===== src/rtl/spi_reg_bridge.sv =====
// spi_reg_bridge
//   SPI mode-0 slave that turns 16-bit host frames into single-cycle register
//   file accesses. Frame layout (MSB first): [15] R/W (1 = write),
//   [14] don't care, [13:8] address, [7:0] write data or read data on MISO.
//   The SPI pins are oversampled in the system clock domain; sclk edges are
//   found on the synchronized copy only.
//
// Ports
//   clock, reset_n       system clock, asynchronous active-low reset
//   spi_sclk/cs_n/mosi   host SPI inputs, asynchronous to clock
//   spi_miso, spi_miso_oe  data to host and its output enable
//   address[5:0]         register address, holds between frames
//   write_en, wr_data    one-cycle write strobe with its data
//   read_en, rd_data     one-cycle read strobe; rd_data valid the cycle after
//   frame_err            one-cycle pulse when cs_n rises mid-frame
module spi_reg_bridge #(
  parameter int SYNC_STAGES = 2
) (
  input  logic       clock,
  input  logic       reset_n,
  input  logic       spi_sclk,
  input  logic       spi_cs_n,
  input  logic       spi_mosi,
  output logic       spi_miso,
  output logic       spi_miso_oe,
  output logic [5:0] address,
  output logic       write_en,
  output logic [7:0] wr_data,
  output logic       read_en,
  input  logic [7:0] rd_data,
  output logic       frame_err
);

  typedef enum logic [2:0] {
    IDLE, CMD, RD_REQ, RD_LOAD, DATA, WR_STB, DONE
  } state_t;

  logic [SYNC_STAGES-1:0] sclk_sync, cs_sync, mosi_sync;
  logic                   sclk_d, cs_d;
  logic                   sclk_s, cs_s, mosi_s;
  logic                   sclk_rise, sclk_fall, cs_fall;

  state_t      state;
  logic [4:0]  bit_cnt;   // fifth bit is needed to hold the saturated value 16
  logic [7:0]  rx;
  logic [7:0]  tx;
  logic [7:0]  rx_next;
  logic        is_wr;

  // Synchronizer stage: SPI pins into the clock domain
  always_ff @(posedge clock or negedge reset_n) begin
    if (!reset_n) begin
      sclk_sync <= '0;
      cs_sync   <= '0;
      mosi_sync <= '0;
      sclk_d    <= 1'b0;
      cs_d      <= 1'b0;
    end else begin
      sclk_sync <= {sclk_sync[SYNC_STAGES-2:0], spi_sclk};
      cs_sync   <= {cs_sync[SYNC_STAGES-2:0], spi_cs_n};
      mosi_sync <= {mosi_sync[SYNC_STAGES-2:0], spi_mosi};
      sclk_d    <= sclk_s;
      cs_d      <= cs_s;
    end
  end

  assign sclk_s = sclk_sync[SYNC_STAGES-1];
  assign cs_s   = cs_sync[SYNC_STAGES-1];
  assign mosi_s = mosi_sync[SYNC_STAGES-1];

  // cs_sync and cs_d both clear to 0, so a cs_n held low through reset never
  // looks like a falling edge: a new frame needs cs_n to go high first.
  assign sclk_rise = sclk_s & ~sclk_d;
  assign sclk_fall = ~sclk_s & sclk_d;
  assign cs_fall   = ~cs_s & cs_d;

  // Byte as it will look after the current rising edge is shifted in; used
  // to act on the 8th/16th bit in the same cycle the edge is seen.
  assign rx_next = {rx[6:0], mosi_s};

  assign spi_miso = tx[7];

  // Frame state machine
  always_ff @(posedge clock or negedge reset_n) begin
    if (!reset_n) begin
      state       <= IDLE;
      bit_cnt     <= '0;
      rx          <= '0;
      tx          <= '0;
      is_wr       <= 1'b0;
      address     <= '0;
      wr_data     <= '0;
      write_en    <= 1'b0;
      read_en     <= 1'b0;
      frame_err   <= 1'b0;
      spi_miso_oe <= 1'b0;
    end else begin
      write_en  <= 1'b0;
      read_en   <= 1'b0;
      frame_err <= 1'b0;

      if ((state != IDLE) && (state != DONE) && sclk_rise) begin
        rx <= rx_next;
        if (bit_cnt != 5'd16) bit_cnt <= bit_cnt + 5'd1;
      end

      // cs_n is tested as a level: it is only low-to-high here if it rose
      // after the falling edge that opened the frame.
      if ((state inside {CMD, RD_REQ, RD_LOAD, DATA}) && cs_s) begin
        frame_err   <= 1'b1;
        tx          <= '0;
        spi_miso_oe <= 1'b0;
        state       <= IDLE;
      end else begin
        case (state)
          IDLE: begin
            if (cs_fall) begin
              bit_cnt     <= '0;
              rx          <= '0;
              tx          <= '0;
              is_wr       <= 1'b0;
              spi_miso_oe <= 1'b1;
              state       <= CMD;
            end
          end
          CMD: begin
            if (sclk_rise && (bit_cnt == 5'd7)) begin
              address <= rx_next[5:0];
              is_wr   <= rx_next[7];
              if (rx_next[7]) begin
                state <= DATA;
              end else begin
                read_en <= 1'b1;
                state   <= RD_REQ;
              end
            end
          end
          RD_REQ: state <= RD_LOAD;
          RD_LOAD: begin
            tx    <= rd_data;
            state <= DATA;
          end
          DATA: begin
            if (sclk_rise && (bit_cnt == 5'd15)) begin
              tx <= '0;
              if (is_wr) begin
                write_en <= 1'b1;
                wr_data  <= rx_next;
                state    <= WR_STB;
              end else begin
                state <= DONE;
              end
            end else if (sclk_fall && (bit_cnt >= 5'd9) && (bit_cnt <= 5'd15)) begin
              // Present the next read bit after the host sampled this one
              tx <= {tx[6:0], 1'b0};
            end
          end
          WR_STB: state <= DONE;
          DONE: begin
            tx <= '0;
            if (cs_s) begin
              spi_miso_oe <= 1'b0;
              state       <= IDLE;
            end
          end
          default: state <= IDLE;
        endcase
      end
    end
  end

endmodule


===== config.mk =====
export PLATFORM = sky130hd
export DESIGN_NAME = spi_reg_bridge
export DESIGN_NICKNAME = d
export VERILOG_FILES = /design/src/rtl/spi_reg_bridge.sv
export SDC_FILE = /design/constraint.sdc
export NUM_CORES = 1
export LEC_CHECK = 0
export CAP_MARGIN = 20
export CORE_UTILIZATION = 63
export DETAILED_ROUTE_END_ITERATION = 8
export DONT_BUFFER_PORTS = 1
export PLACE_DENSITY = 0.82
export SKIP_CTS_REPAIR_TIMING = 1
export SYNTH_ARGS = -nofsm -noshare
export SYNTH_HDL_FRONTEND = slang
export SYNTH_SLANG_ARGS = --single-unit

===== constraint.sdc =====
create_clock -name clock -period 6.29 [get_ports clock]
set_input_delay 0.9435 -clock clock [delete_from_list [all_inputs] [get_ports clock]]
set_output_delay 0.9435 -clock clock [all_outputs]
set_load 0.01 [all_outputs]

Word level (Yosys, flattened, before mapping) --
Index checks and enable logic that the tools add are counted.
Storage, ports and cells: input bits 13, register bits after elaboration 51, logic and storage cells 100
Operators by class: muxes and demuxes 38, add/subtract/negate cells 1, equal/unequal tests 17, order comparisons 2, reductions and logical operators 19, bitwise logic cells 7
Operators with widths (count):
- $mux 8 | 8
- $pmux 8 s4 | 1
- $mux 5 | 5
- $pmux 3 s7 | 1
- $mux 3 | 6
- $mux 1 | 14
- $reduce_and 4->1 | 3
- $eq 3x3->1 const B | 3
- $ne 3x3->1 const B | 3
- $reduce_and 3->1 | 3
- $logic_and 1x1->1 | 7
- $eq 3x2->1 const B | 2
- $ne 3x1->1 const B | 2
- $reduce_bool 3->1 | 2
- $add 5x1->5 const B | 1
- $eq 5x3->1 const B | 1
- $eq 5x4->1 const B | 1
- $ge 5x4->1 const B | 1
- $le 5x4->1 const B | 1
- $ne 5x5->1 const B | 1
- $reduce_bool 5->1 | 1
- $ne 4x1->1 const B | 1
- $not 1->1 | 4
- $pmux 1 s2 | 2
- other kinds (8) | 10

Depth between registers and ports, before layout --
Gate-level depths: netlist (run 1).
word-level depth 8, depth in mapped cells 6, gate-level depth less buffers 6

Worst setup path after synthesis (run 1) --
OpenSTA, ideal clock, no wires.
kind register -> register, start register bit_cnt[1], end register tx[1], arrival time 1.846 ns, cell stages (with the launch flop) 7, library setup time 0.125 ns, slack 4.319 ns, required time 6.165 ns, cell sequence dfrtp_1 > inv_1 > ha_1 > nor4_1 > a2111o_1 > a211oi_4 > mux2_2
On the way: longest elaborated chain between the ends 5, elaborated cells between the ends (all ways) 11, classes of those cells order compare (2); eq/ne (2); mux (3); reduce/logical (4)
RTL lines:
- start: declaration | RTL line 44 | logic [4:0] bit_cnt;
- start signal: assignment | RTL line 104 | if (bit_cnt != 5'd16) bit_cnt <= bit_cnt + 5'd1;
- $ge 5x4->1 or $eq 5x4->1 (tied branches) | RTL line 153, 144
- $logic_and 1x1->1, on equally long branches | RTL line 153, 144
- $logic_and 1x1->1 or $mux 8 (tied branches) | RTL line 153, 144
- $ne 4x1->1 (no line) or $pmux 8 s4 (tied branches)
- $reduce_and 3->1 (no line) or $mux 8 (tied branches)
- end signal: assignment | RTL line 140 | tx <= rd_data;
- end signal: assignment | RTL line 155 | tx <= {tx[6:0], 1'b0};
- end: declaration | RTL line 46 | logic [7:0] tx;
Several ways; a longest one is shown, not always the timed one. A chain may end at the register's enable or synchronous reset.

Final worst setup path (run 1) --
start register bit_cnt[1], end register address[4]
On the way: longest elaborated chain between the ends 3
RTL lines:
- $eq 5x3->1 | RTL line 127 | if (sclk_rise && (bit_cnt == 5'd7)) begin
- $logic_and 1x1->1 | RTL line 127
- $reduce_and 3->1 (no line)
- end signal: assignment | RTL line 128 | address <= rx_next[5:0];
- end: declaration | RTL line 26 | output logic [5:0] address,
No other way between the ends.

==> parameters.txt, run 1 <==
Parameter                              Value

Finish
  Layout filler cell count ... 254
  Layout cells sized above 1 ... about 17%
  Number of cells in the finished layout apart from fillers ... 235
  Area growth syn-to-layout ... 2.93%
  Final layout net count ... between 200 and 250
  Count of inserted antenna diode cells ... 0

Synth
  Synth Instances ... about 190
  Cell area after synthesis ... ~2300 um^2
  Biggest area consumer among synthesized cells ... dfrtp_1
  Per-instance average area after synthesis ... roughly 12 um^2
  Most used flip-flop cell after synthesis ... dfrtp_1
  Yosys warning count ... 0
  EDFF count, synth ... 0
  Share of flip-flops with an asynchronous set or reset ... 100%
  Commonest cells in the synthesized netlist ... 50 x dfrtp_1, 21 x mux2_2, 19 x nor2_1, 9 x inv_1, 9 x mux2i_1
  Sequential fraction of the synthesis area ... 54.2%
  Main area contributors after synthesis ... dfrtp_1 54%, mux2_2 10%, mux2i_1 3.9%
  Net count after synthesis ... about 210
  Flip-flop and latch count after synthesis ... 50
  Count leader, synth ... dfrtp_1
  Post-synth cell types ... between 40 and 50
  Area share of the largest cell type after synthesis ... about 54%

Clocking
  Clock tree root buffer cell ... clkbuf_4
  Clock edge transition at the registers on the reported setup and hold paths ... about 140 ps
  Insertion delay to the later sink of the worst-skew pair ... about 360 ps
  Count of H-tree levels built during CTS ... 2
  Number of sinks handled by clock tree synthesis ... 50
  Clock tree from TritonCTS ... done
  Number of buffers added by the clock tree synthesis step ... 5
  Number of buffers on the longest clock path ... 2

Timing
  Unrepaired setup endpoints after global routing ... false
  Timing-limited maximum frequency ... 404 MHz
  Headroom to the max-slew limit ... a little over half
  Fraction of the cycle the final worst path needs ... about two fifths
  Setup-failing EPs final ... 0
  Final Hold Viols ... 0
  Clock period minus final worst setup slack ... between 2000 and 2500 ps
  Final sum of negative setup slack ... 0 ps
  Fin. max-slew vios ... 0
  Final Skew ... a little over 9 ps
  Least-Margin Pin Slew ... roughly 690 ps

Floorplan
  Initial cell density of the core ... about two thirds
  Full die area ... a little under 4000 um^2
  Width of the die ... roughly 63 um
  Row cnt ... 21
  Count of boundary I/O pins ... 32
  Vertical die dimension ... 62.5 um
  Core region area ... around 3400 um^2

Place
  Post-DP HPWL ... roughly 2900 um
  Placer congestion estimate ... 0.847
  Post-Place Cells ... roughly 230
  Port buffer count ... 0

Setup path
  Worst r2r path cells ... 5
  Required time reported for the critical path endpoint ... approximately 6500 ps
  Critical path type ... reg2reg
  Reg-to-reg setup timing slack ... between 3000 and 4000 ps
  Launching point of the worst reg2reg path ... bit_cnt[1]
  Kind of launch point of the worst setup path ... flop
  Worst-path fanout max ... 6
  Data arrival time of the critical path ... 2730 ps
  First element of the critical path ... bit_cnt[1]
  Worst Setup End Kind ... flop
  Worst R2R End ... address[4]

Route
  Detailed Route Iter0 Violations ... a little over 70
  Number of antenna-violating nets in the routed design ... 0
  Vias per Instance ... between 6 and 7
  Post-DR wirelength/cell ... 17.7 um
  Residual DRC ... 0
  Total length of routed wires ... between 4000 and 5000 um
  Number of vias after detailed routing ... 1,482
  Pre-Repair DR Iteration Count ... 4

Pwr
  Worst voltage drop across the vdd grid ... approximately 0.00023 V
  Leak pwr ... roughly 1.1 nW
  PnR Total Power ... roughly 0.79 mW
  Cell Pwr Density ... around 330 nW/um^2

Global route
  Overflow left after global routing ... 0
  Largest net degree at the start of global routing ... a little over 50
  Number of global-route vias before repair ... approximately 1.4k
  Number of antenna violations at the first check in global routing ... 0
  Wire length of the first global-routing pass ... ~7000 um
  GRT Resource Usage Total ... between 20% and 30%

Job
  Max-capacitance violation count ... 0

Worst hold path
  Tightest Hold Check Type ... in2async

Run status
  Status ... completed
-- critical path: stages (launching register included) --
cell	delay (ps)
dfrtp_1	450
ha_1	230
nor4bb_1	510
nand3_1	250
nor2_1	520
mux2_2	410
-- through the flow --
| step | cell area (um^2) | setup WS [ps] | hold WS [ps] | util (%) |
|---|---|---|---|---|
| after floorplan | 2310 | 4320 | 331 | - |
| after global placement | 2310 | 3970 | 332 | 67.8 |
| after detailed placement | 2310 | 3890 | 336 | 67.8 |
| after CTS | 2370 | 3860 | 250 | 69.5 |
| after global routing | 2370 | 3640 | 210 | 69.5 |
| final | 2370 | 3810 | 254 | 69.5 |
-- registers in the layout, summed over array words and instances, names as in the netlist, 2 cells and up --
signal,count
mosi_sync,2
address,6
wr_data,8
state,3
bit_cnt,5
sclk_sync,2
tx,8
rx,7
cs_sync,2
-- worst max-delay path by stage --
stage,endpoint
5_1_grt,address[4]
6_report,address[4]
4_1_cts,address[4]
3_5_place_dp,address[4]
2_1_floorplan,tx[1]
3_3_place_gp,address[0]
-- cells by family (layout without fill, tap and decap cells) --
| kind of cell | Yosys count | in the layout | share of synthesized area (%) |
|---|---|---|---|
| flip-flops | 50 | 50 | 54.2 |
| AO/OA/AOI/OAI | 33 | 33 | 11.7 |
| XOR/XNOR | 3 | 3 | 1.14 |
| AND/OR/NAND/NOR | 50 | 50 | 12.1 |
| buffers and inverters | 19 | 17 | 3.63 |
| adder cells (fa/ha/maj) | 5 | 5 | 2.60 |
| multiplexers | 31 | 31 | 14.6 |
-- power by group --
| group | leakage (nW) | switching [mW] | total (mW) | internal [mW] |
|---|---|---|---|---|
| clock | 0.0353 | 0.0943 | 0.149 | 0.0544 |
| combinational | 0.409 | 0.112 | 0.208 | 0.0961 |
| sequential | 0.671 | 0.0707 | 0.432 | 0.361 |
-- routing by layer --
metal | global-route usage [%] | wire (um)
met2 | 34.6 | 1960
met5 | 0 | 0
met3 | 8.39 | 273
met1 | 32.1 | 1830
met4 | 7.56 | 85
-- layout make-up --
class | instances | area, um^2 | area share (%)
clock buffers | 7 | 55.1 | 2.32
clock inverters | 1 | 5.00 | 0.211
inverters | 9 | 33.8 | 1.42
multi-input cells | 122 | 972 | 40.9
flip-flops and latches | 50 | 1250 | 52.7
well taps | 46 | 57.6 | 2.42
-- placed cells by master (no fill, tap or decap), types with 2 or more instances in the layout --
| cell | n |
|---|---|
| dfrtp_1 | 50 |
| mux2_2 | 21 |
| nor2_1 | 19 |
| inv_1 | 9 |
| mux2i_1 | 9 |
| a22o_1 | 7 |
| nand2_1 | 6 |
| clkbuf_4 | 5 |
| and3_1 | 4 |
| ha_1 | 4 |
| o21ai_0 | 3 |
| nor2b_1 | 3 |
| o211ai_1 | 3 |
| a31oi_1 | 3 |
| nand2b_1 | 3 |
| a21oi_1 | 3 |
| or3_1 | 2 |
| xor2_1 | 2 |
| a21o_1 | 2 |
| nor3b_1 | 2 |
| nand3_1 | 2 |
| o22ai_1 | 2 |
| nor4_1 | 2 |
(Power assumes the default switching activity.)
==> run 2: changes to the inputs <==
--- a/config.mk
+++ b/config.mk
@@ -6,10 +6,10 @@
 export NUM_CORES = 1
 export LEC_CHECK = 0
 export CAP_MARGIN = 20
-export CORE_UTILIZATION = 63
+export CORE_UTILIZATION = 56
 export DETAILED_ROUTE_END_ITERATION = 8
 export DONT_BUFFER_PORTS = 1
-export PLACE_DENSITY = 0.82
+export PLACE_DENSITY = 0.77
 export SKIP_CTS_REPAIR_TIMING = 1
 export SYNTH_ARGS = -nofsm -noshare
 export SYNTH_HDL_FRONTEND = slang
==> constraint.sdc (replaced) <==
create_clock -name clock -period 2.12 [get_ports clock]
set_input_delay 0.318 -clock clock [delete_from_list [all_inputs] [get_ports clock]]
set_output_delay 0.318 -clock clock [all_outputs]
set_load 0.01 [all_outputs]
==> parameters.txt, run 2 (same netlist as run 1, synthesis figures left out) <==
Parameter                              Value

Global route
  GRT Resource Usage Total ... 23.0% (was 23.3%)
  Wire length of the first global-routing pass ... 7450 um (was 6850 um)
  Largest net degree at the start of global routing ... 51 (unchanged)
  Overflow left after global routing ... 0 (unchanged)
  Number of global-route vias before repair ... 1,577 (was 1,371)
  Number of antenna violations at the first check in global routing ... 0 (unchanged)

Finish
  Final core utilization ... 68.1% (was 69.5%)
  Leading cell type in the layout, fill and taps excluded ... dfrtp_1 (unchanged)
  Layout cells sized above 1 ... 25.0% (was 17.5%)
  Commonest cells after routing, fill and taps aside ... 49 x dfrtp_1, 21 x mux2_2, 19 x nor2_1 (was 50 x dfrtp_1, 21 x mux2_2, 19 x nor2_1)
  Area growth syn-to-layout ... 12.0% (was 2.93%)
  Count of inserted antenna diode cells ... 0 (unchanged)
  Regs by FF count ... tx (8), wr_data (8), rx (7) (unchanged)
  Final layout net count ... 220 (was 205)
  Post-route design area ... 2580 um^2 (was 2370 um^2)

Place
  Worst slack at placement ... -25.2 ps (was 3890 ps)
  Placer congestion estimate ... 0.899 (was 0.847)
  Post-DP HPWL ... 3010 um (was 2910 um)
  Port buffer count ... 0 (unchanged)
  Total cell area at the placement stage ... 2420 um^2 (was 2310 um^2)

Pwr
  Combinational group share of total power ... 30.4% (was 26.4%)
  Worst voltage drop across the vdd grid ... 0.000541 V (was 0.000232 V)
  Net switching power ... 0.872 mW (was 0.277 mW)
  Cell Pwr Density ... 1030 nW/um^2 (was 332 nW/um^2)
  Clock Power Share ... 24.3% (was 18.9%)
  Fraction of power spent switching nets ... 32.7% (was 35.1%)
  PnR Total Power ... 2.67 mW (was 0.789 mW)
  Register share of total power ... 45.3% (was 54.8%)
  Leak pwr ... 1.21 nW (was 1.12 nW)
  Cell-internal power ... 1.80 mW (was 0.512 mW)

Clocking
  Clock tree root buffer cell ... clkbuf_8 (was clkbuf_4)
  Clock tree from TritonCTS ... done (unchanged)
  Number of buffers added by the clock tree synthesis step ... 5 (unchanged)
  Count of H-tree levels built during CTS ... 2 (unchanged)
  Clock edge transition at the registers on the reported setup and hold paths ... 90 ps (was 140 ps)
  Number of sinks handled by clock tree synthesis ... 50 (unchanged)
  Insertion delay to the later sink of the worst-skew pair ... 290 ps (was 360 ps)
  Number of buffers on the longest clock path ... 2 (unchanged)

Setup path
  Critical path type ... reg2reg (unchanged)
  Required time reported for the critical path endpoint ... 2300 ps (was 6540 ps)
  Worst-path fanout max ... 6 (unchanged)
  Worst Setup End Kind ... flop (unchanged)
  Kind of launch point of the worst setup path ... flop (unchanged)
  Data arrival time of the critical path ... 2270 ps (was 2730 ps)

Route
  Number of antenna-violating nets in the routed design ... 0 (unchanged)
  Residual DRC ... 0 (unchanged)
  Number of vias after detailed routing ... 1,510 (was 1,482)
  Vias per Instance ... 5.99 (was 6.31)
  Detailed Route Iter0 Violations ... 88 (was 72)
  Post-DR wirelength/cell ... 17.4 um (was 17.7 um)
  Total length of routed wires ... 4390 um (was 4150 um)
  Pre-Repair DR Iteration Count ... 4 (unchanged)

Floorplan
  Width of the die ... 66.2 um (was 62.5 um)
  Row cnt ... 22 (was 21)
  Full die area ... 4380 um^2 (was 3910 um^2)
  Core region area ... 3800 um^2 (was 3420 um^2)
  Vertical die dimension ... 66.2 um (was 62.5 um)
  Initial cell density of the core ... 60.7% (was 67.5%)
  Count of boundary I/O pins ... 32 (unchanged)

Worst hold path
  Tightest Hold Check Type ... in2reg (was in2async)

Timing
  Final Skew ... 7.40 ps (was 9.19 ps)
  Clock period minus final worst setup slack ... 2100 ps (was 2480 ps)
  Fraction of the cycle the final worst path needs ... 98.9% (was 39.4%)
  Timing-limited maximum frequency ... 477 MHz (was 404 MHz)
  Setup-failing EPs final ... 0 (unchanged)
  Fin. max-slew vios ... 0 (unchanged)
  WHS ... 51.0 ps (was 254 ps)
  Least-Margin Pin Slew ... 548 ps (was 688 ps)
  Headroom to the max-slew limit ... 63.4% (was 54.0%)
  Final Hold Viols ... 0 (unchanged)
  Worst-case setup margin in the final layout ... 23.0 ps (was 3810 ps)

Run status
  Status ... completed (unchanged)

Job
  Max-capacitance violation count ... 0 (unchanged)
==> run 2: cell count changes in the layout (fill, tap and decap cells not counted), sizes merged <==
cell / delta
buf: +14
bufinv: +1
clkbuf: -1
clkinv: -1
clkinvlp: +1
dlygate4sd3: +1
==> run 2: routing by layer <==
layer	track usage (%)	vias up	share of wire, %
li1	-	706	-
met1	29.0	770	42
met2	39.3	30	53
met3	4.66	4	4.0
met4	7.98	0	0.87
met5	0	-	0
==> run 2: critical path, stage by stage, from the launching register on <==
cell and delay, ps:
dfrtp_2 450, inv_2 80, ha_1 130, nor4_1 50, a2111o_1 430, a211oi_4 330
buf_6 170, mux2_2 340
==> run 2: power by group through the flow <==
stage	Sequential, mW	Combinational, mW	Clock [mW]
2_1_floorplan	1.17	0.627	0
3_3_place_gp	1.21	0.695	0
3_5_place_dp	1.22	0.732	0
4_1_cts	1.20	0.742	0.663
5_1_grt	1.23	0.901	0.698
6_report	1.21	0.812	0.648
==> run 2: per-stage QoR <==
| step | TNS (ps) | instances |
|---|---|---|
| after floorplan | 0 | 191 |
| after global placement | 0 | 241 |
| after detailed placement | -69.6 | 241 |
| after CTS | -376 | 249 |
| after global routing | -63.0 | 252 |
| final | 0 | 252 |
==> run 2: layout make-up <==
cell class,count,area (um^2)
flip-flops and latches,50,1250
fillers,292,1210
multi-input cells,122,977
repair buffers,15,151
clock buffers,6,72.6
well taps,48,60.1
clock inverters,2,37.5
inverters,9,33.8
==> run 2: path summary, 6_finish.rpt <==
check	from	to	slack [ps]	cells after the start
max in group asynchronous	reset_n	bit_cnt[1]	1360	2
min	spi_mosi	mosi_sync[0]	50	0
min reg2reg	cs_sync[0]	cs_sync[1]	370	0
max	bit_cnt[1]	tx[3]	20	7
min in group asynchronous	reset_n	spi_miso_oe	530	2
max reg2reg	bit_cnt[1]	tx[3]	20	7
==> run 3: changes to the inputs <==
--- a/config.mk
+++ b/config.mk
@@ -5,11 +5,13 @@
 export SDC_FILE = /design/constraint.sdc
 export NUM_CORES = 1
 export LEC_CHECK = 0
+export ABC_CLOCK_PERIOD_IN_PS = 2120
 export CAP_MARGIN = 20
 export CORE_UTILIZATION = 56
 export DETAILED_ROUTE_END_ITERATION = 8
 export DONT_BUFFER_PORTS = 1
-export PLACE_DENSITY = 0.77
+export GPL_TIMING_DRIVEN = 0
+export PLACE_DENSITY = 0.82
 export SKIP_CTS_REPAIR_TIMING = 1
 export SYNTH_ARGS = -nofsm -noshare
 export SYNTH_HDL_FRONTEND = slang
==> parameters.txt, run 3 (same netlist as run 1, synthesis figures left out) <==
Parameter                              Value

Setup path
  Data arrival time of the critical path ... 2210 ps (was 2270 ps)
  Worst setup path endpoint ... tx[5] (was tx[3])
  CP peak stage delay ... 590 ps (was 450 ps)
  Largest delay share family, worst path ... simple AND/OR/NAND/NOR gates (was compound AO/OA/AOI/OAI gates)
  Levels on crit path ... 6 (was 7)
  Worst Setup End Kind ... flop (unchanged)
  Cell breakdown of the critical path ... clkbuf_2 -> or4b_4 -> nor3_2 -> a211oi_4 -> buf_12 -> mux2_2 (was inv_2 -> ha_1 -> nor4_1 -> a2111o_1 -> a211oi_4 -> buf_6 -> mux2_2)
  Critical path type ... reg2reg (unchanged)
  Reg-to-reg setup timing slack ... 100 ps (was 20 ps)
  Launching point of the worst reg2reg path ... state[1] (was bit_cnt[1])
  Worst-path fanout max ... 8 (was 6)
  First element of the critical path ... state[1] (was bit_cnt[1])
  Count of buffer and inverter cells on the critical path ... 2 (unchanged)
  Slowest cell on the critical path ... or4b_4 (was dfrtp_2)
  Worst r2r path cells ... 6 (was 7)
  Worst R2R End ... tx[5] (was tx[3])
  Kind of launch point of the worst setup path ... flop (unchanged)
  Required time reported for the critical path endpoint ... 2310 ps (was 2300 ps)

Place
  Worst slack at placement ... -300 ps (was -25.2 ps)
  Post-DP HPWL ... 3140 um (was 3010 um)
  Placer congestion estimate ... 0.860 (was 0.899)
  Port buffer count ... 0 (unchanged)
  Total cell area at the placement stage ... 2370 um^2 (was 2420 um^2)
  Post-Place Cells ... 239 (was 241)

Route
  Pre-Repair DR Iteration Count ... 4 (unchanged)
  Post-DR wirelength/cell ... 18.1 um (was 17.4 um)
  Vias per Instance ... 6.12 (was 5.99)
  Detailed Route Iter0 Violations ... 168 (was 88)
  Residual DRC ... 0 (unchanged)
  Total length of routed wires ... 4560 um (was 4390 um)
  Number of antenna-violating nets in the routed design ... 0 (unchanged)
  Number of vias after detailed routing ... 1,543 (was 1,510)

Pwr
  Cell Pwr Density ... 1050 nW/um^2 (was 1030 nW/um^2)
  Worst voltage drop across the vdd grid ... 0.000640 V (was 0.000541 V)
  Leak pwr ... 1.20 nW (was 1.21 nW)

Finish
  Layout cells sized above 1 ... 24.0% (was 25.0%)
  Regs by FF count ... tx (8), wr_data (8), rx (7) (unchanged)
  Final core utilization ... 68.6% (was 68.1%)
  Number of cells in the finished layout apart from fillers ... 252 (unchanged)
  Leading cell type in the layout, fill and taps excluded ... dfrtp_1 (unchanged)
  Count of inserted antenna diode cells ... 0 (unchanged)
  Commonest cells after routing, fill and taps aside ... 48 x dfrtp_1, 21 x mux2_2, 18 x nor2_1 (was 49 x dfrtp_1, 21 x mux2_2, 19 x nor2_1)
  Final layout net count ... 220 (unchanged)
  Area growth syn-to-layout ... 13.0% (was 12.0%)
  Post-route design area ... 2610 um^2 (was 2580 um^2)

Clocking
  Number of sinks handled by clock tree synthesis ... 50 (unchanged)
  Insertion delay to the later sink of the worst-skew pair ... 300 ps (was 290 ps)
  Clock tree from TritonCTS ... done (unchanged)
  Number of buffers added by the clock tree synthesis step ... 5 (unchanged)
  Clock tree root buffer cell ... clkbuf_8 (unchanged)
  Number of buffers on the longest clock path ... 2 (unchanged)
  Clock edge transition at the registers on the reported setup and hold paths ... 90 ps (about the same)
  Count of H-tree levels built during CTS ... 2 (unchanged)

Floorplan
  Initial cell density of the core ... 60.7% (unchanged)
  Full die area ... 4380 um^2 (unchanged)
  Row cnt ... 22 (unchanged)
  Count of boundary I/O pins ... 32 (unchanged)
  Width of the die ... 66.2 um (unchanged)
  Vertical die dimension ... 66.2 um (unchanged)
  Core region area ... 3800 um^2 (unchanged)

Global route
  Number of antenna violations at the first check in global routing ... 0 (unchanged)
  GRT Resource Usage Total ... 23.5% (was 23.0%)
  Largest net degree at the start of global routing ... 51 (unchanged)
  Number of global-route vias before repair ... 1,587 (was 1,577)
  Wire length of the first global-routing pass ... 7410 um (was 7450 um)
  Overflow left after global routing ... 0 (unchanged)

Timing
  Timing-limited maximum frequency ... 495 MHz (was 477 MHz)
  Clock period minus final worst setup slack ... 2020 ps (was 2100 ps)
  Final Skew ... 7.08 ps (was 7.40 ps)
  Worst-case setup margin in the final layout ... 98.1 ps (was 23.0 ps)
  Headroom to the max-slew limit ... 66.8% (was 63.4%)
  Least-Margin Pin Slew ... 496 ps (was 548 ps)
  Fin. max-slew vios ... 0 (unchanged)
  Unrepaired setup endpoints after global routing ... false
  Final Hold Viols ... 0 (unchanged)
  Fraction of the cycle the final worst path needs ... 95.4% (was 98.9%)
  Setup-failing EPs final ... 0 (unchanged)

Worst hold path
  Cell depth of the worst min-delay path ... 0 (unchanged)
  Tightest Hold Check Type ... in2reg (unchanged)

Job
  Max-capacitance violation count ... 0 (unchanged)

Run status
  Status ... completed (unchanged)
[run 3: cell types whose count changed in the layout (fill, tap and decap cells not counted), sizes merged]
| cell | before | now |
|---|---|---|
| clkbuf | 6 | 13 |
| buf | 14 | 7 |
[run 3: worst register-to-register path, stage by stage, from the launching register on]
cell      delay, ps
dfrtp_1         380
clkbuf_2        170
or4b_4          590
nor3_2          270
a211oi_4         80
buf_12          160
mux2_2          270
[run 3: layer usage]
metal  global-route usage, %  share of wire (%)
met2                    38.6                 51
met4                    9.57                1.1
met1                    28.3                 41
met3                    7.59                6.3
met5                       0                  0
[run 3: layout make-up]
type                            instances  area, um^2
Clock buffer                            6        72.6
Clock inverter                          2        37.5
Timing Repair Buffer                    5        85.1
Tap cell                               48        60.1
Fill cell                             266        1190
Multi-Input combinational cell        122        1010
Buffer                                 10        50.0
Inverter                                9        33.8
Sequential cell                        50        1250
[run 3: through the flow]
stage | total power [mW] | hold WS, ps | TNS [ps]
after floorplan | 1.79 | 22.4 | 0
after global placement | 1.90 | 23.6 | -1180
after detailed placement | 1.97 | 23.5 | -2640
after CTS | 2.63 | -309 | -3500
after global routing | 2.90 | 20.7 | 0
final | 2.74 | 40.5 | 0
[run 3: how the worst min path moves through the flow]
stage	startpoint	end
3_5_place_dp	reset_n	frame_err
5_1_grt	spi_mosi	mosi_sync[0]
6_report	spi_sclk	sclk_sync[0]
3_3_place_gp	reset_n	read_en
2_1_floorplan	reset_n	address[0]
4_1_cts	reset_n	is_wr
[run 3: where the power goes]
part	internal [mW]	switching, mW
sequential	1.08	0.111
clock	0.352	0.308
combinational	0.401	0.490
total	1.83	0.909
==> variant 1, RTL diff (flow settings as in run 3) <==
Change the parameter `SYNC_STAGES` from 2 to 4.
--- a/src/rtl/spi_reg_bridge.sv
+++ b/src/rtl/spi_reg_bridge.sv
@@ -16,3 +16,3 @@
 module spi_reg_bridge #(
-  parameter int SYNC_STAGES = 2
+  parameter int SYNC_STAGES = 4
 ) (
Check against the original RTL: not equivalent (Yosys sat finds a counterexample within 10 cycles, from zero or initial values and one cycle with reset_n low).
==> variant 1 against run 3 <==
- sequential power is 8% higher
- wire length down 2.4%
- worst setup slack got worse by 0.052 ns
- design area grew 4.9%
- synthesized area up 5.8%
- sequential cell count is 6 higher
- count of clock-buffer cells in the layout is the same
- total power shrank 3.0%
- critical endpoint is now tx[4]$_DFFE_PN0P_
- largest cell class unchanged
==> variant 1: results (changes against run 3) <==
outcome: "complete, no violations"
pg_comb_mw: 0.798  # -11%
holdCritStartpoint: "spi_mosi"
grt_pass1_vias: 1474  # -7.1%
switchingPower_mw: 0.881  # -3.2%
syn-instance-count: 204  # +6.8%
dpl_worst_slack_ns: -0.0605  # +0.240 ns
use_met1_pct: 29.6  # +1.4 points
first_iter_violations: 120  # -29%
ys_types: 50  # +8.7%
cp_slowest_cell: "or4_4"
rr_startpoint: "bit_cnt[0]$_DFF_PN0_"
viasPerCell: 5.93  # -3.2%
post_dp_cell_area_sq_um: 2500  # +5.8%
routed_wl_um: 4450  # -2.4%
grt_max_degree: 57  # +12%
wl_met2_um: 2060  # -12%
syn2layout_area_growth_pct: 12.0
synthTopCellsByCount: "dfrtp_1 (56), nand2_1 (22), mux2_2 (15)"
final_cells: 271  # +7.5%
finalPower_mw: 2.66  # -3.0%
fill_cells: 322  # +21%
synth.area.top_cells: "dfrtp_1 (57%), mux2_2 (6.9%), nand2_1 (3.4%)"
met2_usage_pct: 31.3  # -7.4 points
power_leakage_nw: 1.25  # +4.0%
fin_skew_ns: 0.00865  # +0.00157 ns
holdWs_ns: 0.0297  # -0.0108 ns
-- variant 1: cell types whose count changed in the layout (fill, tap and decap cells not counted), sizes merged, moves of 3 or more --
cell,run 3,this run
buf,7,14
nor2,19,10
mux2i,9,0
nand2,6,22
clkbuf,13,9
dfrtp,50,56
o21ai,3,6
a21oi,4,11
-- variant 1: area by class of cell --
| cell class | instances | area share (%) |
|---|---|---|
| Sequential cell | 56 | 51.3 |
| Multi-Input combinational cell | 130 | 36.7 |
| Timing Repair Buffer | 9 | 3.57 |
| Clock buffer | 6 | 2.65 |
| Tap cell | 50 | 2.29 |
| Buffer | 9 | 1.78 |
| Inverter | 9 | 1.24 |
| Clock inverter | 2 | 0.503 |
-- variant 1: cells by family after synthesis --
kind of cell,share of synthesized area [%]
AOI/OAI and AO/OA,12.5
xor gates and xnor gates,1.08
adders and majority gates,2.46
buffers and inverters,3.38
DFF,57.4
muxes,10.1
and+or+nand+nor,13.0
==> variant 2, RTL diff (flow settings as in run 3) <==
Without the edit above. Register the output `frame_err` once more, with the module's reset; this adds one clock of latency there. The other outputs are not delayed to match. Comments in the files are not updated.
--- a/src/rtl/spi_reg_bridge.sv
+++ b/src/rtl/spi_reg_bridge.sv
@@ -36,2 +36,4 @@
   } state_t;
+
+  logic frame_err_s0;
 
@@ -94,3 +96,3 @@
       read_en     <= 1'b0;
-      frame_err   <= 1'b0;
+      frame_err_s0 <= 1'b0;
       spi_miso_oe <= 1'b0;
@@ -99,3 +101,3 @@
       read_en   <= 1'b0;
-      frame_err <= 1'b0;
+      frame_err_s0 <= 1'b0;
 
@@ -109,3 +111,3 @@
       if ((state inside {CMD, RD_REQ, RD_LOAD, DATA}) && cs_s) begin
-        frame_err   <= 1'b1;
+        frame_err_s0 <= 1'b1;
         tx          <= '0;
@@ -171,2 +173,10 @@
 
+  always_ff @(posedge clock or negedge reset_n) begin
+    if (!reset_n) begin
+      frame_err <= '0;
+    end else begin
+      frame_err <= frame_err_s0;
+    end
+  end
+
 endmodule
Formal check against the unedited RTL: not equivalent (Yosys sat finds a counterexample within 10 cycles, from zero or initial values and one cycle with reset_n low).
==> variant 2 against run 3 <==
- non-clock buffer count is 1 higher
- sequential cell count rose by 1
- total power fell by 0.27%
- wire length decreased by 2.1%
- global-route usage shrank 0.68 points
- worst setup slack got worse by 0.065 ns
- die area increased by 1.1%
- design area up 0.91%
- synthesized area grew 1.1%
- critical endpoint is now tx[4]$_DFFE_PN0P_
- highest routed layer unchanged
==> variant 2: results (changes against run 3) <==
top_regs: "tx x8, wr_data x8, rx x7"
ys_async_sr_fraction_pct: 100  # unchanged
synthTopCellsByCount: "dfrtp_1 (51), mux2_2 (21), nor2_1 (19)"
clk_latency_ns: 0.30  # about the same
viasPerCell: 5.91  # -3.5%
syn_nets: 209  # +0.48%
synthXorXnorAreaFrac_pct: 1.13  # -0.012 points
dr.pass1.iters: 4  # unchanged
yosysWarningCount: 0  # unchanged
worst_pin_slew_ns: 0.509  # +0.0127 ns
worstPathMaxFanout: 8  # unchanged
clk_path_buf_depth: 2  # unchanged
cp-endpoint: "tx[4]$_DFFE_PN0P_"
holdWs_ns: 0.0389  # -0.00160 ns
dpl_worst_slack_ns: -0.270  # +0.0297 ns
power_leakage_nw: 1.22  # +1.9%
yosys.area_share.adder_pct: 2.58  # -0.028 points
finalSetupViolCount: 0  # unchanged
r2r_slack_ns: 0.03  # -0.07 ns
fin_skew_ns: 0.00616  # -0.000925 ns
numPortBuffers: 0  # unchanged
hp-class: "in -> reg"
outcome: "complete, no violations"
seq_area_frac_synth_pct: 54.7  # +0.49 points
ir_drop_mv: 0.616  # -3.9%
n_antenna_cell: 0  # unchanged
antenna_found_initial: 0  # unchanged
grt_pass1_wl_um: 7260  # -2.1%
crit_arrival_ns: 2.28  # +0.07 ns
grt_max_degree: 52  # +2.0%
ys.flop_type: "dfrtp_1"
cts_buffers: 5  # unchanged
gp_congestion: 0.836  # -2.7%
synth-compound-area-share_pct: 11.5  # -0.13 points
first_iter_violations: 82  # -51%
synth_mux_area_share_pct: 14.5  # -0.16 points
htreeDepth: 2  # unchanged
final_nets: 222  # +0.91%
rr_worst_depth: 7  # +1
wl_per_cell_um: 17.4  # -3.7%
min_period_over_period_pct: 98.4  # +3.1 points
holdCritStartpoint: "spi_mosi"
ys_types: 46  # unchanged
drive_above_1_share_pct: 23.8  # -0.23 points
cts.clk_slew.worst_paths_ns: 0.08
synth.area.top_cells: "dfrtp_1 (55%), mux2_2 (10%), mux2i_1 (3.9%)"
critPathLaunch: "bit_cnt[1]$_DFF_PN0_"
fill_cells: 314  # +18%
clock-root-buffer: "clkbuf_8"
grt_usage_pct: 22.8  # -0.68 points
dp_hpwl_um: 3030  # -3.3%
grt_pass1_vias: 1457  # -8.2%
## variant 2: where the power goes
part | switching [mW] | internal [mW]
Sequential | 0.104 | 1.10
Combinational | 0.478 | 0.366
Clock | 0.298 | 0.382
## variant 2: how the worst min path moves through the flow
stage	endpoint	cells past startpoint
final	mosi_sync[0]$_DFF_PN0_	0
after global routing	sclk_sync[0]$_DFF_PN0_	0
after CTS	read_en$_DFF_PN0_	0
after detailed placement	read_en$_DFF_PN0_	0
after global placement	write_en$_DFF_PN0_	0
after floorplan	address[0]$_DFFE_PN0P_	0
## variant 2: area by class of cell
cell class / count / area [sq um] / area share, %
well taps: 50 / 62.6 / 2.38
clock inverters: 2 / 35.0 / 1.33
inverters: 9 / 33.8 / 1.28
multi-input cells: 122 / 1010 / 38.4
clock buffers: 6 / 82.6 / 3.14
repair buffers: 6 / 80.1 / 3.04
plain buffers: 10 / 50.0 / 1.90
flip-flops and latches: 51 / 1280 / 48.5
## variant 2: per-stage QoR
stage / std cells / cell area [sq um] / utilization (%)
global route: 256 / 2630 / 65.8
CTS: 250 / 2510 / 62.8
detailed placement: 242 / 2390 / 59.9
floorplan: 192 / 2330 / -
finish: 256 / 2630 / 65.8
global placement: 242 / 2390 / 59.9
## variant 2: worst max-delay path: stages, from the launching register on
cell and delay, ns:
dfrtp_2 0.45, inv_1 0.10, ha_1 0.15, nor4_1 0.05, a2111o_1 0.46, a211oi_4 0.22, buf_4 0.20, mux2_2 0.35
## variant 2: routing by layer
layer / track usage [%] / up-vias / share of wire [%]
li1: - / 709 / -
met1: 30.5 / 764 / 46
met2: 36.1 / 32 / 49
met3: 5.14 / 8 / 3.7
met4: 8.78 / 0 / 1.6
met5: 0 / - / 0
